File: config.mk
export PLATFORM = sky130hd
export DESIGN_NAME = ec1_sequencer
export DESIGN_NICKNAME = d
export VERILOG_FILES = /design/src/rtl/ec1_pkg.sv /design/src/rtl/ec1_sequencer_edge_pulse.sv /design/src/rtl/ec1_sequencer.sv
export SDC_FILE = /design/constraint.sdc
export NUM_CORES = 1
export LEC_CHECK = 0
export CORE_MARGIN = 2
export CORE_UTILIZATION = 35
export CTS_CLUSTER_SIZE = 14
export DETAILED_ROUTE_END_ITERATION = 7
export PLACE_DENSITY = 0.68
export SYNTH_ARGS = -nofsm -noshare
export SYNTH_HDL_FRONTEND = slang
export SYNTH_HIERARCHICAL = 1
export SYNTH_SLANG_ARGS = --single-unit
File: constraint.sdc
create_clock -name clk -period 1.2 [get_ports clk]
set_clock_uncertainty 0.1 [all_clocks]
set_input_delay 0.12 -clock clk [delete_from_list [all_inputs] [get_ports clk]]
set_output_delay 0.12 -clock clk [all_outputs]
set_load 0.02 [all_outputs]
File: src/rtl/ec1_pkg.sv
// Shared opcode encodings, FSM state type and opcode-to-execute-state decode
// for the EC-1 control sequencer.
package ec1_pkg;

  localparam int OPW = 3;

  localparam logic [OPW-1:0] OP_IN   = 3'b011;
  localparam logic [OPW-1:0] OP_OUT  = 3'b100;
  localparam logic [OPW-1:0] OP_DEC  = 3'b101;
  localparam logic [OPW-1:0] OP_JNZ  = 3'b110;
  localparam logic [OPW-1:0] OP_HALT = 3'b111;

  typedef enum logic [3:0] {
    ST_START     = 4'd0,
    ST_FETCH     = 4'd1,
    ST_DECODE    = 4'd2,
    ST_EX_IN     = 4'd3,
    ST_EX_OUT    = 4'd4,
    ST_EX_DEC    = 4'd5,
    ST_EX_JNZ    = 4'd6,
    ST_EX_NOP    = 4'd7,
    ST_STEP_WAIT = 4'd8,
    ST_HALTED    = 4'd9
  } state_t;

  // Opcodes 000-010 are all treated as NOP.
  function automatic state_t decode_target(input logic [OPW-1:0] op);
    state_t tgt;
    case (op)
      OP_IN:   tgt = ST_EX_IN;
      OP_OUT:  tgt = ST_EX_OUT;
      OP_DEC:  tgt = ST_EX_DEC;
      OP_JNZ:  tgt = ST_EX_JNZ;
      OP_HALT: tgt = ST_HALTED;
      default: tgt = ST_EX_NOP;
    endcase
    return tgt;
  endfunction

endpackage

File: src/rtl/ec1_sequencer_edge_pulse.sv
// Registered rising-edge detector: rise is high for one cycle, one cycle
// after d goes 0->1. Synchronous active-high reset clears both flops.
module edge_pulse (
  input  logic clk,
  input  logic reset,
  input  logic d,
  output logic rise
);

  logic prev;

  always_ff @(posedge clk) begin
    if (reset) begin
      prev <= 1'b0;
      rise <= 1'b0;
    end else begin
      prev <= d;
      rise <= d & ~prev;
    end
  end

endmodule

File: src/rtl/ec1_sequencer.sv
// EC-1 fetch/decode/execute sequencer with IN/OUT handshakes, single-step and halt.
// Optional retired-instruction counter enabled by defining SEQ_INSTR_COUNT_EN.
//
// state      | meaning
// -----------+---------------------------------------------------------
// START      | one idle cycle after reset
// FETCH      | IRload+PCload: fetch instruction, advance PC
// DECODE     | branch on ir_op
// EX_IN      | INmux held; waits for in_valid, then Aload+in_ready
// EX_OUT     | OutE held until out_ack is sampled
// EX_DEC     | Aload from decrementer, one cycle
// EX_JNZ     | PCload+JNZmux when A != 0, one cycle
// EX_NOP     | one idle cycle
// STEP_WAIT  | single-step pause until a registered step_go rising edge
// HALTED     | Halt=1, absorbing until reset
module ec1_sequencer
  import ec1_pkg::*;
#(
  parameter int OPW = ec1_pkg::OPW
`ifdef SEQ_INSTR_COUNT_EN
  ,
  parameter int CNT_W = 16
`endif
) (
  input  logic           clk,
  input  logic           reset,
  input  logic [OPW-1:0] ir_op,
  input  logic           a_nz,
  input  logic           in_valid,
  output logic           in_ready,
  input  logic           out_ack,
  input  logic           step_mode,
  input  logic           step_go,
  output logic           IRload,
  output logic           PCload,
  output logic           INmux,
  output logic           Aload,
  output logic           JNZmux,
  output logic           OutE,
  output logic           Halt
`ifdef SEQ_INSTR_COUNT_EN
  ,
  output logic [CNT_W-1:0] instr_cnt
`endif
);

  state_t state, state_nxt, exit_tgt;
  logic   step_rise;

  edge_pulse u_step_edge (
    .clk   (clk),
    .reset (reset),
    .d     (step_go),
    .rise  (step_rise)
  );

  always_ff @(posedge clk) begin
    if (reset) state <= ST_START;
    else       state <= state_nxt;
  end

  // step_mode only matters here, so it is effectively sampled at instruction exit.
  assign exit_tgt = step_mode ? ST_STEP_WAIT : ST_FETCH;

  always_comb begin
    state_nxt = state;
    IRload    = 1'b0;
    PCload    = 1'b0;
    INmux     = 1'b0;
    Aload     = 1'b0;
    JNZmux    = 1'b0;
    OutE      = 1'b0;
    Halt      = 1'b0;
    in_ready  = 1'b0;
    case (state)
      ST_START:  state_nxt = ST_FETCH;
      ST_FETCH: begin
        IRload    = 1'b1;
        PCload    = 1'b1;
        state_nxt = ST_DECODE;
      end
      ST_DECODE: state_nxt = decode_target(ir_op);
      ST_EX_IN: begin
        INmux = 1'b1;
        if (in_valid) begin
          Aload     = 1'b1;
          in_ready  = 1'b1;
          state_nxt = exit_tgt;
        end
      end
      ST_EX_OUT: begin
        OutE = 1'b1;
        if (out_ack) state_nxt = exit_tgt;
      end
      ST_EX_DEC: begin
        Aload     = 1'b1;
        state_nxt = exit_tgt;
      end
      ST_EX_JNZ: begin
        JNZmux    = a_nz;
        PCload    = a_nz;
        state_nxt = exit_tgt;
      end
      ST_EX_NOP: state_nxt = exit_tgt;
      ST_STEP_WAIT: begin
        if (step_rise) state_nxt = ST_FETCH;
      end
      ST_HALTED: Halt = 1'b1;
      default:   state_nxt = ST_START;
    endcase
  end

`ifdef SEQ_INSTR_COUNT_EN
  logic in_exec, cnt_inc;

  assign in_exec = (state == ST_EX_IN)  || (state == ST_EX_OUT) ||
                   (state == ST_EX_DEC) || (state == ST_EX_JNZ) ||
                   (state == ST_EX_NOP);

  // Execute states only change state when the instruction retires.
  assign cnt_inc = (in_exec && (state_nxt != state)) ||
                   ((state_nxt == ST_HALTED) && (state != ST_HALTED));

  always_ff @(posedge clk) begin
    if (reset)        instr_cnt <= '0;
    else if (cnt_inc) instr_cnt <= instr_cnt + 1'b1;
  end
`endif

endmodule

==> results of run 1 <==
==> synthesized netlist by cell type <==
master	instances
nand2_1	3
nand2b_1	2
buf_6	3
nor3_1	2
o31ai_1	1
dfxtp_1	6
a21oi_1	4
nor3b_2	1
a41o_1	1
nor3b_1	2
nor4b_4	2
and4bb_1	1
o21ai_1	1
inv_2	1
mux2_2	1
or3_1	1
o21ai_0	2
o21bai_2	1
nor2_1	3
a211oi_1	1
nor2b_1	3
a2bb2oi_1	1
buf_2	1
a211oi_2	1
and4_1	2
and2_1	1
a211o_1	1
nor4_1	1
or2_1	1
inv_1	2
==> worst register-to-register path, stage by stage (launching register included) <==
cell	delay [ns]
dfxtp_4	0.36
buf_6	0.12
nor4b_4	0.31
o21bai_4	0.13
a211oi_2	0.24
a41o_1	0.12
==> placed cells by master (no fill, tap or decap), types with 2 or more instances in the layout <==
master           instances
buf_6                   20
buf_4                    9
clkdlybuf4s50_1          8
dfxtp_4                  4
nand2_1                  3
a21oi_1                  3
clkbuf_4                 3
nand2b_4                 2
nor2b_4                  2
nor3_4                   2
nor4b_4                  2
o21ai_0                  2
nor3b_2                  2
nor2_1                   2
dfxtp_1                  2
==> through the flow <==
stage	area, um2	setup slack, ns	util (%)
2_1_floorplan	553	-0.0880	-
3_3_place_gp	802	-0.694	62.4
3_5_place_dp	802	-0.705	62.4
4_1_cts	925	-0.272	72.0
5_1_grt	991	-0.305	77.1
6_report	991	-0.265	77.1
==> how the worst min path moves through the flow <==
stage,endpoint,slack [ns],startpoint
finish,u_step_edge/rise,0.30,u_step_edge/prev
CTS,u_step_edge/rise,0.31,u_step_edge/prev
detailed placement,u_step_edge/rise,0.30,u_step_edge/prev
floorplan,state[3],0.08,reset
global route,u_step_edge/rise,0.31,u_step_edge/prev
global placement,u_step_edge/rise,0.29,u_step_edge/prev
==> flip-flops by register name (all words and copies together), names as in the netlist <==
| register | count |
|---|---|
| state | 4 |
| u_step_edge/prev | 1 |
| u_step_edge/rise | 1 |
==> routing by layer <==
layer / up-vias / share of wire [%] / track usage [%]
met3: 2 / 4.7 / 6.52
met5: - / 0 / 0
met2: 15 / 55 / 34.8
met1: 238 / 40 / 21.2
met4: 0 / 0.36 / 5.00
li1: 272 / - / -
==> final cells by class <==
type,instances,area share (%)
multi-input combinational,40,41.9
timing repair buffer,38,38.9
sequential,6,13.6
clock buffer,3,2.27
tap,15,1.89
inverter,3,1.39
==> where the power goes <==
| group | total (uW) | leakage (uW) | switching [uW] | internal [uW] |
|---|---|---|---|---|
| clock network | 182 | 0.0000138 | 69.4 | 113 |
| registers | 324 | 0.0000522 | 69.7 | 254 |
| logic | 1090 | 0.000338 | 456 | 634 |
==> cell families (layout without fill, tap and decap cells) <==
logic type | Yosys count | after routing | synth area share [%]
DFF | 6 | 6 | 25.2
AOI/OAI and AO/OA | 14 | 14 | 21.3
and+or+nand+nor | 25 | 25 | 40.7
buffers and inverters | 7 | 44 | 10.5
muxes | 1 | 1 | 2.36
==> what timing repair did <==
item	CTS	global route
setup endpoints to repair	12	12
gates resized for setup	66	10
buffers inserted	3	5
pin swaps	7	6
==> flow_summary.yaml, run 1 <==
run_status:
  status: "complete, but fails checks"
  violations: "negative setup slack"
finish:
  drive_gt1_share_pct: 64.4
  fin_cells: 105
  fillers: 84
  final-seq-area_um2: 135
  diodes: 0
  multi_input_area_um2: 415
  finalNetCount: 102
  area_delta_synth_final_pct: 108
sta:
  fmaxAchievable_mhz: 683
  worst_slack_ns: -0.265
  worst_pin_slew_ns: 0.256
  fin_setup_tns_ns: -2.05
  rsz0062_at_grt: "true"
  fin_crit_ns: 1.46
  slew_viol_final: 0
  slew-limit-headroom_pct: 82.9
  holdWs_ns: 0.304
  hold_viol: 0
  period_share_pct: 122
  final-setup-viol-count: 12
placed_design:
  io_buffer_count: 17
  dp_hpwl_um: 972
  place.gp.congestion: 0.787
  dp_cells: 95
worst_setup_path:
  worstPathArrival_ns: 1.24
  path_buf_inv: 2
  cp.depth: 4
  start_kind: "register"
  r2r_slack_ns: -0.23
  cpPeakStageDelay_ns: 0.36
  crit_path_end_kind: "output pin"
  worstPathRequired_ns: 0.98
  cpLargestDelayFamily: "simple AND/OR/NAND/NOR gates"
  crit_chain: "buf_6 > and4_4 > or2_4 > buf_6"
  cp_slowest_cell: "dfxtp_4"
  r2r-start: "state[1]"
  worstPathMaxFanout: 5
  r2r_cells: 5
  crit_start: "state[2]"
  cpMostUsedCell: "buf_6"
  critical_path_class: "register to output pin"
  worstSetupEndpoint: "PCload"
  r2r_end: "state[0]"
yosys:
  synth_area_leader_cell: "dfxtp_1"
  synth_cell_types: 30
  synth_top_area_share_pct: 25.2
  syn_nets: 63
  synthTopCellsByArea: "dfxtp_1, nor4b_4, buf_6"
  synth.avg_cell_area_um2: 8.99
  netlist_instances: 53
  synth.cell_area_um2: 477
  yosys_warnings: 6
  seq_area_frac_synth_pct: 25.2
  ys_ff_latch: 6
floorplanning:
  rows: 13
  die_h_um: 40.9
  fp.dieArea_um2: 1670
  start_util_pct: 37.1
  fp.dieW_um: 40.9
  core_area_um2: 1280
  io_pins: 18
job:
  maxCapViolCount: 0
hold_path:
  min_path_type: "register to register"
  min_path_cells: 1
detailed_routing:
  antenna_left: 0
  drtPass1Iterations: 1
  wl_per_cell_um: 13.1
  vias: 527
  drc_errors: 0
  routed_via_density: 5.02
  postRouteWirelength_mm: 1.38
  drt_iter0_markers: 0
global_routing:
  grt_max_degree: 7
  first_global_vias: 491
  overflow: 0
  grt_antenna_before_repair: 0
  grt_use_total_pct: 19.3
  grt_pass1_wl_mm: 2.10
clocking:
  hold_buffers: 0
  root_buffer: "clkbuf_4"
  cts-buffers-inserted: 3
  cts_tree: "built"
  cts.sinks: 6
  clk_path_buf_depth: 2
  clkSlewWorstSetupHoldPaths_ns: 0.04
  cts_max_level: 1
  clock_latency_ns: 0.24
power_and_ir_drop:
  p_total_uw: 1600
  powerDensity_nw_per_um2: 1610
  peakVddDrop_mv: 0.904
  leakagePower_uw: 0.000404
No activity file was read; power rests on OpenSTA's default activity.
==> run 2: changes to the inputs <==
- CAP_MARGIN: not set -> 40
==> results of run 2 <==
Final layout, timing and power as in run 1 (identical DEF).
